## src/rtl/mem_arbiter.sv

```systemverilog
// mem_arbiter: shares one pipelined memory port between I-cache fills,
// D-cache fills and D-cache write-through stores.
// Ports:
//   clk, rst                       clock, async active-high reset
//   i_miss/i_miss_addr             I-cache block fill request (held until i_fill_done)
//   d_miss/d_miss_addr             D-cache block fill request (held until d_fill_done)
//   d_write/_addr/_data            write-through store (held until d_write_ack)
//   mem_en/mem_wr/mem_addr/mem_wdata  memory command
//   mem_rdata/mem_rvalid           memory read return (fixed latency)
//   fill_data/fill_word            returned word and its index within the block
//   i_fill_we/d_fill_we            cache data-array write strobes
//   i_fill_done/d_fill_done        block complete pulses
//   d_write_ack                    store issued pulse
//   busy                           arbiter is not idle
module mem_arbiter #(
   parameter int unsigned ADDR_W      = 16,
   parameter int unsigned DATA_W      = 16,
   parameter int unsigned BLOCK_WORDS = 8
) (
   input  logic                           clk,
   input  logic                           rst,
   input  logic                           i_miss,
   input  logic [ADDR_W-1:0]              i_miss_addr,
   input  logic                           d_miss,
   input  logic [ADDR_W-1:0]              d_miss_addr,
   input  logic                           d_write,
   input  logic [ADDR_W-1:0]              d_write_addr,
   input  logic [DATA_W-1:0]              d_write_data,
   output logic                           mem_en,
   output logic                           mem_wr,
   output logic [ADDR_W-1:0]              mem_addr,
   output logic [DATA_W-1:0]              mem_wdata,
   input  logic [DATA_W-1:0]              mem_rdata,
   input  logic                           mem_rvalid,
   output logic [DATA_W-1:0]              fill_data,
   output logic [$clog2(BLOCK_WORDS)-1:0] fill_word,
   output logic                           i_fill_we,
   output logic                           d_fill_we,
   output logic                           i_fill_done,
   output logic                           d_fill_done,
   output logic                           d_write_ack,
   output logic                           busy
);

   localparam int unsigned IDX_W  = $clog2(BLOCK_WORDS);
   localparam int unsigned CNT_W  = IDX_W + 1;
   // byte offset within a block: word index plus the byte-in-word bit
   localparam int unsigned OFF_W  = IDX_W + 1;
   localparam int unsigned BASE_W = ADDR_W - OFF_W;

   typedef enum logic [1:0] {IDLE, WRITE, I_FILL, D_FILL} state_t;

   state_t             state_q, state_d;
   logic [CNT_W-1:0]   issue_cnt_q, issue_cnt_d;
   logic [CNT_W-1:0]   recv_cnt_q, recv_cnt_d;
   logic [BASE_W-1:0]  base_q, base_d;

   logic fill_state;
   logic is_write;
   logic issuing;
   logic rx_accept;
   logic rx_last;

   // block-offset bits of the request addresses are discarded by design
   logic unused_addr_bits;
   assign unused_addr_bits = ^{i_miss_addr[OFF_W-1:0], d_miss_addr[OFF_W-1:0]};

   // status decode shared by next-state and output logic
   always_comb begin
      fill_state = (state_q == I_FILL) || (state_q == D_FILL);
      is_write   = (state_q == WRITE);
      issuing    = fill_state && (issue_cnt_q < CNT_W'(BLOCK_WORDS));
      rx_accept  = fill_state && mem_rvalid && (recv_cnt_q < CNT_W'(BLOCK_WORDS));
      rx_last    = rx_accept && (recv_cnt_q == CNT_W'(BLOCK_WORDS - 1));
   end

   // next-state: fixed priority only in IDLE, no preemption elsewhere
   always_comb begin
      state_d     = state_q;
      issue_cnt_d = issue_cnt_q;
      recv_cnt_d  = recv_cnt_q;
      base_d      = base_q;
      case (state_q)
         IDLE: begin
            if (d_write) begin
               state_d = WRITE;
            end else if (d_miss) begin
               state_d = D_FILL;
               base_d  = d_miss_addr[ADDR_W-1:OFF_W];
            end else if (i_miss) begin
               state_d = I_FILL;
               base_d  = i_miss_addr[ADDR_W-1:OFF_W];
            end
         end
         WRITE: begin
            state_d = IDLE;
         end
         I_FILL, D_FILL: begin
            if (issuing) begin
               issue_cnt_d = issue_cnt_q + CNT_W'(1);
            end
            if (rx_accept) begin
               recv_cnt_d = recv_cnt_q + CNT_W'(1);
            end
            if (rx_last) begin
               state_d = IDLE;
            end
         end
         default: begin
            state_d = IDLE;
         end
      endcase
      // counters restart on every state change
      if (state_d != state_q) begin
         issue_cnt_d = '0;
         recv_cnt_d  = '0;
      end
   end

   // state and counter registers
   always_ff @(posedge clk or posedge rst) begin
      if (rst) begin
         state_q     <= IDLE;
         issue_cnt_q <= '0;
         recv_cnt_q  <= '0;
         base_q      <= '0;
      end else begin
         state_q     <= state_d;
         issue_cnt_q <= issue_cnt_d;
         recv_cnt_q  <= recv_cnt_d;
         base_q      <= base_d;
      end
   end

   // output decode from registered state and counters
   always_comb begin
      mem_en      = is_write || issuing;
      mem_wr      = is_write;
      mem_addr    = '0;
      mem_wdata   = '0;
      if (is_write) begin
         mem_addr  = d_write_addr;
         mem_wdata = d_write_data;
      end else if (issuing) begin
         // block base concatenated with word offset: no carry out of the block
         mem_addr  = {base_q, issue_cnt_q[IDX_W-1:0], 1'b0};
      end
      fill_data   = rx_accept ? mem_rdata : '0;
      fill_word   = rx_accept ? recv_cnt_q[IDX_W-1:0] : '0;
      i_fill_we   = rx_accept && (state_q == I_FILL);
      d_fill_we   = rx_accept && (state_q == D_FILL);
      i_fill_done = rx_last && (state_q == I_FILL);
      d_fill_done = rx_last && (state_q == D_FILL);
      d_write_ack = is_write;
      busy        = (state_q != IDLE);
   end

endmodule

```

## config.mk

```make
export PLATFORM = sky130hd
export DESIGN_NAME = mem_arbiter
export DESIGN_NICKNAME = d
export VERILOG_FILES = /design/src/rtl/mem_arbiter.sv
export SDC_FILE = /design/constraint.sdc
export NUM_CORES = 1
export LEC_CHECK = 0
export BUFFER_PORTS_ARGS = -buffer_cell sky130_fd_sc_hd__buf_2
export CELL_PAD_IN_SITES_DETAIL_PLACEMENT = 0
export CELL_PAD_IN_SITES_GLOBAL_PLACEMENT = 2
export CORE_MARGIN = 4
export CORE_UTILIZATION = 19
export CTS_CLUSTER_SIZE = 28
export DETAILED_ROUTE_END_ITERATION = 12
export GPL_ROUTABILITY_DRIVEN = 0
export PLACE_DENSITY_LB_ADDON = 0.1
export SYNTH_ARGS = -nofsm -noshare
export SYNTH_HDL_FRONTEND = slang
export SYNTH_SLANG_ARGS = --single-unit
```

## constraint.sdc

```tcl
create_clock -name clk -period 1.7 [get_ports clk]
set_input_delay 0.17 -clock clk [delete_from_list [all_inputs] [get_ports clk]]
set_output_delay 0.17 -clock clk [all_outputs]
set_load 0.03 [all_outputs]
```

* After elaboration in Yosys (flattened, before gate mapping)
Index checks and enable logic that the tools add are counted.
Cells by class: order comparisons 2, reduce and logical (&&, ||, !) cells 20, bitwise operators 1, muxes and demuxes 18, add/subtract/negate cells 2, equality and inequality tests 5
Operators with widths (count):
- $mux 16 | 4
- $mux 12 | 2
- $mux 4 | 6
- $reduce_bool 2->1 | 5
- $add 4x1->4 const B | 2
- $logic_and 1x1->1 | 8
- $lt 4x4->1 const B | 2
- $mux 2 | 4
- $pmux 2 s3 | 1
- $eq 2x2->1 const B | 2
- $eq 4x3->1 const B | 1
- $reduce_and 2->1 | 2
- $mux 3 | 1
- $reduce_and 3->1 | 1
- $eq 2x1->1 const B | 1
- $logic_not 2->1 | 1
- $logic_or 1x1->1 | 2
- $ne 2x2->1 | 1
- $reduce_or 2->1 | 1
- $not 1->1 | 1
Storage, ports and cells: logic and storage cells 52, flip-flop bits (word level) 22, output and inout bits 59, input port bits 86

* Longest topological paths before layout
Gate-level depths: netlist (run 1).
depth in word-level cells 10, mapped depth 4, depth with buffers taken out 4

* Least setup slack after synthesis (run 1)
Ideal clock, no wire load.
path kind register to output, start point reg state_q[1], end point out d_fill_done, arrival 1.381 ns, stages on the path, launching flop included 4, buffers on the path 1, data required time 1.530 ns, slack 0.149 ns, path through dfrtp_1 -> buf_4 -> nand3_1 -> nor3_1
Between the ends: longest elaborated chain between the ends 6, elaborated cells on any way between the ends 7, classes of those cells eq/ne: 2; reduce/logical: 5
RTL lines:
- start: declaration | line 53 | state_t state_q, state_d;
- start signal: assignment | line 128 | state_q <= state_d;
- $eq 2x2->1, on equally long branches | line 70, 153
- $logic_or 1x1->1 | line 70 | fill_state = (state_q == I_FILL) || (state_q == D_FILL);
- $logic_and 1x1->1 (2 in series) | line 73 | rx_accept = fill_state && mem_rvalid && (recv_cnt_q < CNT_W'(BLOCK_WORDS));
- $logic_and 1x1->1 | line 74 | rx_last = rx_accept && (recv_cnt_q == CNT_W'(BLOCK_WORDS - 1));
- $logic_and 1x1->1 (*) | line 153 | d_fill_done = rx_last && (state_q == D_FILL);
- end: declaration | line 40 | output logic d_fill_done,
Mark *: on every way between the ends. The rest lies on a longest branch, timed or not.

* Final worst setup path (run 1)
start point reg state_q[1], end point out mem_en
Between the ends: longest elaborated chain between the ends 4, elaborated cells on any way between the ends 6, classes of those cells eq/ne: 3; reduce/logical: 3
RTL lines:
- $eq 2x2->1 | line 70
- $logic_or 1x1->1 | line 70
- $logic_and 1x1->1 | line 72 | issuing = fill_state && (issue_cnt_q < CNT_W'(BLOCK_WORDS));
- $logic_or 1x1->1 (*) | line 137 | mem_en = is_write || issuing;
- end: declaration | line 29 | output logic mem_en,
Marks and branches as above.

==> results_dict.tcl, run 1 <==
set metrics [dict create \
    status "completed" \
    vias 1557 \
    p_leak_nw 1.44 \
    synth_top_family_by_area "simple AND/OR/NAND/NOR gates" \
    p_seq_share_pct 23.1 \
    holdWs_ps 248 \
    clock_path_buffers 2 \
    startpoint_type "register" \
    finalHoldViolCount 0 \
    layout-drive-gt1-share_pct 64.3 \
    final_nets 386 \
    synth.area.mux_share_pct 22.2 \
    comb_power_share_pct 67.9 \
    seq_area_um2 553 \
    period_share_pct 97.8 \
    initial_utilization_pct 19.6 \
    criticalPathCategory "reg2out" \
    drcViolationCount 0 \
    yosys.area_share.adder_pct 1.55 \
    ys_seq_area_share_pct 34.1 \
    layout_setup_ws_ps 37.8 \
    dp_hpwl_um 4310 \
    required_ps 1530 \
    gr-total-overflow 0 \
    endpoint_kind "primary output" \
    cp_slowest_cell "dfrtp_2" \
    multi_input_area_um2 1000 \
    maxSlewHeadroom_pct 43.4 \
    cts-htree-levels 1 \
    synth_xor_area_share_pct 1.63 \
    cts.sinks 22 \
    cp_data_arrival_time_ps 1490 \
    setup-violations-final 0 \
    rsz0062_at_grt "yes" \
    wl_um 5260 \
    synthSimpleGateAreaFrac_pct 23.5 \
    clkTransAtPathRegs_ps 80 \
    layout_common_cells "buf_2, and2_1, dfrtp_1, mux2_4, a22o_1" \
    layout_commonest_cell "buf_2" \
    antenna_left 0 \
    synth-compound-area-share_pct 11.9 \
    cts_tree "built" \
    min_period_ps 1660 \
    synth_area_um2 1620 \
    num_io_pins 145 \
    clk_latency_ps 260 \
    clockRootBuffer "clkbuf_8" \
    grtUsageTotal_pct 9.55 \
    slew_viol_final 0 \
    core_area_um2 8260 \
    die_x_um 100 \
    cts_buffers 3 \
    rows 33 \
    cellPowerDensity_nw_per_um2 1650 \
    cp_max_fo 16 \
    hp-class "in2reg" \
    dieArea_um2 10000 \
    maxCapViolations 0 \
    clkPwrFrac_pct 8.9 \
    tightest_slew_ps 849 \
    place_ws_ps 126 \
    ir_worst_vdd_mv 0.613 \
    stdcell_area_um2 2590 \
    antenna_found_initial 0 \
    yosysWarnings 0 \
    synth_top_flop_cell "dfrtp_1" \
    netlist_instances 153 \
    area_growth_pct 60.3 \
    viasPerCell 3.87 \
    setup_tns_ps 0 \
    grt_pass1_wl_um 7650 \
    dp_cells 392 \
    dr.first_iter.drc_count 22 \
    die_y_um 100 \
    intPower_mw 2.23 \
    synthDistinctLibCells 34 \
    grt_pass1_vias 1514 \
    syn_area_per_cell_um2 10.6 \
    r2r_setup_slack_ps 210 \
    cp_cell_sequence "nor2b_4, buf_12, or2_2, buf_6" \
    antenna_cells 0 \
    fill_cells 907 \
    fin_skew_ps 0.876 \
    ys_ff_latch 22 \
    io_buffer_count 136 \
    placed_area_um2 2450 \
    syn_nets 241 \
    fmax_mhz 602 \
    switching_share_pct 47.7 \
    grt_max_degree 30 \
    p_sw_mw 2.03 \
    slowest_delay_ps 480 \
    first_pass_iters 4 \
    wl_per_cell_um 13.1 \
    final_cells 402 \
    synth_edf_count 0 \
    synth-async-reset-ratio_pct 100 \
]
cell families after synthesis:
family / Yosys count
AND/OR/NAND/NOR: 63
XOR/XNOR: 3
adder cells (fa/ha/maj): 2
flip-flops: 22
multiplexers: 26
buffers and inverters: 14
AO/OA/AOI/OAI: 23
per-stage QoR:
step | power [mW] | util [%]
2_1_floorplan | 2.95 | -
3_3_place_gp | 3.83 | 29.7
3_5_place_dp | 3.81 | 29.7
4_1_cts | 4.27 | 30.8
5_1_grt | 4.58 | 31.4
6_report | 4.27 | 31.4
cell usage after synthesis, types with 2 or more instances:
cell type	instances	area share [%]
o21ai_0	2	0.62
and2_1	38	15
dfrtp_1	22	34
nand2_1	3	0.70
nor3_1	4	1.2
mux2_2	6	4.2
inv_1	2	0.46
ha_1	2	1.5
buf_2	4	1.2
clkbuf_1	2	0.46
a22o_1	15	8.1
buf_4	3	1.4
nor2_1	8	1.9
or2_2	2	0.77
xnor2_1	2	1.1
buf_6	2	1.4
mux2_4	18	17
mux2i_1	2	1.2
sequential cells by signal, summed over array words and instances, names as in the netlist:
| signal | flops |
|---|---|
| base_q | 12 |
| issue_cnt_q | 4 |
| recv_cnt_q | 4 |
| state_q | 2 |
what timing repair did:
action                                  in CTS  in global routing
buffers inserted                             2                  3
hold buffers                                 1                  0
resized for setup                            4                  6
endpoints found under the hold margin       22                  0
endpoints found under the setup margin      56                 37
metal layers:
metal / up-vias / track usage (%) / wire length, um
met5: - / 0 / 0
met4: 0 / 1.55 / 23
met3: 2 / 2.92 / 390
met2: 55 / 17.0 / 2710
met1: 684 / 11.4 / 2140
li1: 816 / - / -
final timing paths:
check / from / to / depth (start not counted)
worst max-delay path: state_q[1] / mem_en / 4
worst min-delay path: d_write / state_q[0] / 3
worst max register to register: state_q[1] / base_q[1] / 3
worst min register to register: recv_cnt_q[3] / recv_cnt_q[3] / 1
max in group asynchronous: rst / state_q[1] / 4
min in group asynchronous: rst / base_q[6] / 4
critical path, delay by kind of cell, from the launching register on:
| family | cells | cell delay, ps |
|---|---|---|
| buf+inv | 2 | 290 |
| simple gates | 2 | 460 |
| flops | 1 | 480 |
cell type report:
type / instances / share of cell area [%]
Timing Repair Buffer: 152 / 32.5
Sequential cell: 22 / 21.4
Tap cell: 105 / 5.07
Clock buffer: 4 / 2.13
Multi-Input combinational cell: 117 / 38.7
Inverter: 2 / 0.290
power by group through the flow:
stage	Sequential [mW]	Clock, mW	Combinational (mW)
2_1_floorplan	0.923	0	2.03
3_3_place_gp	1.01	0	2.82
3_5_place_dp	0.996	0	2.81
4_1_cts	0.998	0.404	2.87
5_1_grt	1.03	0.425	3.12
6_report	0.988	0.381	2.90
Power figures use the tool's default switching activity.
==> run 2: changes to the inputs <==
- BUFFER_PORTS_ARGS: -buffer_cell sky130_fd_sc_hd__buf_2 -> default
- CORE_UTILIZATION: 19 -> 25
- DONT_BUFFER_PORTS: default -> 1
- RECOVER_POWER: default -> 25
==> results_dict.tcl, run 2 (synthesis gave the netlist of run 1 again) <==
set metrics [dict create \
    setup_tns_ps 0 \
    clock_path_buffers 2 \
    die_x_um 88.4 \
    status "completed" \
    required_ps 1530 \
    regMostFlops "base_q" \
    endpoint_kind "primary output" \
    final_core_util_pct 34.9 \
    final_cells 287 \
    grtUsageTotal_pct 11.4 \
    grt_max_degree 23 \
    min_period_ps 1620 \
    hp-start "d_write" \
    layout-drive-gt1-share_pct 48.6 \
    rsz0062_at_grt "no" \
    r2r_setup_slack_ps 250 \
    grt_pass1_wl_um 6970 \
    cp_cell_sequence "nor2b_2, buf_12, a22o_1, buf_4" \
    first_pass_iters 4 \
    cts.sinks 22 \
    whs_path_depth 2 \
    worstRegToRegCells 3 \
    viasPerCell 4.69 \
    layout_commonest_cell "buf_4" \
    largestRegisters "base_q (12), issue_cnt_q (4), recv_cnt_q (4)" \
    hp-class "in2reg" \
    wl_per_cell_um 16.6 \
    antenna_left 0 \
    clkTransAtPathRegs_ps 80 \
    wl_um 4760 \
    startpoint_type "register" \
    grt_pass1_vias 1448 \
    final_nets 300 \
    cp_max_fo 18 \
    tightest_slew_ps 847 \
    cp_slowest_cell "dfrtp_2" \
    core_area_um2 6310 \
    io_buffer_count 0 \
    cts_tree "built" \
    p_leak_nw 1.09 \
    reg2reg_from "state_q[1]" \
    hold_end "state_q[0]" \
    layout_common_cells "buf_4, and2_1, dfrtp_1, mux2_4, a22o_1" \
    ir_worst_vdd_mv 0.595 \
    area_growth_pct 36.3 \
    power_mw 4.21 \
    cellPowerDensity_nw_per_um2 1910 \
    die_y_um 88.4 \
    maxCapViolations 0 \
    holdWs_ps 88.5 \
    antenna_found_initial 0 \
    initial_utilization_pct 25.6 \
    dieArea_um2 7810 \
    slew_viol_final 0 \
    drcViolationCount 0 \
    cp_data_arrival_time_ps 1450 \
    dr.first_iter.drc_count 15 \
    rr_endpoint "base_q[6]" \
    fmax_mhz 615 \
    slowest_delay_ps 460 \
    num_io_pins 145 \
    clk_latency_ps 260 \
    maxSlewHeadroom_pct 43.5 \
    cts_buffers 3 \
    antenna_cells 0 \
    finalHoldViolCount 0 \
    rows 29 \
    setup-violations-final 0 \
    clockRootBuffer "clkbuf_8" \
    dp_cells 282 \
    cts-htree-levels 1 \
    gr-total-overflow 0 \
    dp_hpwl_um 3920 \
    fin_skew_ps 1.20 \
    criticalPathCategory "reg2out" \
    period_share_pct 95.6 \
    largest_reg_flops 12 \
    vias 1345 \
]
[run 2: changes by cell type in the layout (fill, tap and decap cells not counted), moves of 2 or more]
| cell | delta |
|---|---|
| buf_6 | -2 |
| buf_2 | -134 |
| clkbuf_2 | +2 |
| buf_4 | +48 |
[run 2: what timing repair did]
| action | in CTS | in global routing |
|---|---|---|
| endpoints found under the hold margin | 22 | 0 |
| resized for setup | 2 | 3 |
| endpoints found under the setup margin | 32 | 40 |
| hold buffers | 1 | 0 |
| buffers inserted | 0 | 1 |
[run 2: area by class of cell]
class                   count  area (um^2)
clock buffers               3         41.3
fillers                   643         4110
inverters                   2         7.51
multi-input cells         117          986
flip-flops and latches     22          553
well taps                  77         96.3
repair buffers             66          518
[run 2: worst max-delay path, delay by kind of cell (launching register included)]
kind	cells	cell delay (ps)
AND/OR/NAND/NOR	1	180
AO/OA/AOI/OAI	1	230
flip-flops	1	460
buffers and inverters	2	310
[run 2: routing by layer]
| metal | vias to the layer above | share of wire, % | GRT usage [%] |
|---|---|---|---|
| met5 | - | 0 | 0 |
| met4 | 0 | 0.50 | 3.30 |
| met3 | 2 | 8.1 | 2.23 |
| met2 | 62 | 56 | 21.9 |
| met1 | 638 | 36 | 12.5 |
| li1 | 643 | - | - |
[run 2: power breakdown]
part | internal (mW) | switching [mW]
registers | 0.781 | 0.218
clock network | 0.158 | 0.168
logic | 1.29 | 1.60
[run 2: how the worst max path moves through the flow]
stage | from | to | slack (ps) | depth (start not counted)
after floorplan | state_q[1] | d_fill_done | 150 | 3
after global placement | state_q[1] | base_q[4] | 160 | 3
after detailed placement | state_q[1] | base_q[9] | 150 | 3
after CTS | state_q[0] | mem_en | 4 | 4
after global routing | state_q[1] | mem_addr[7] | 1 | 4
final | state_q[1] | mem_addr[9] | 80 | 4
[run 2: stage by stage]
stage	instance area (um^2)	setup slack, ps
5_1_grt	2200	0.982
3_3_place_gp	2140	158
3_5_place_dp	2140	149
2_1_floorplan	1620	149
6_report	2200	75.2
4_1_cts	2200	4.02
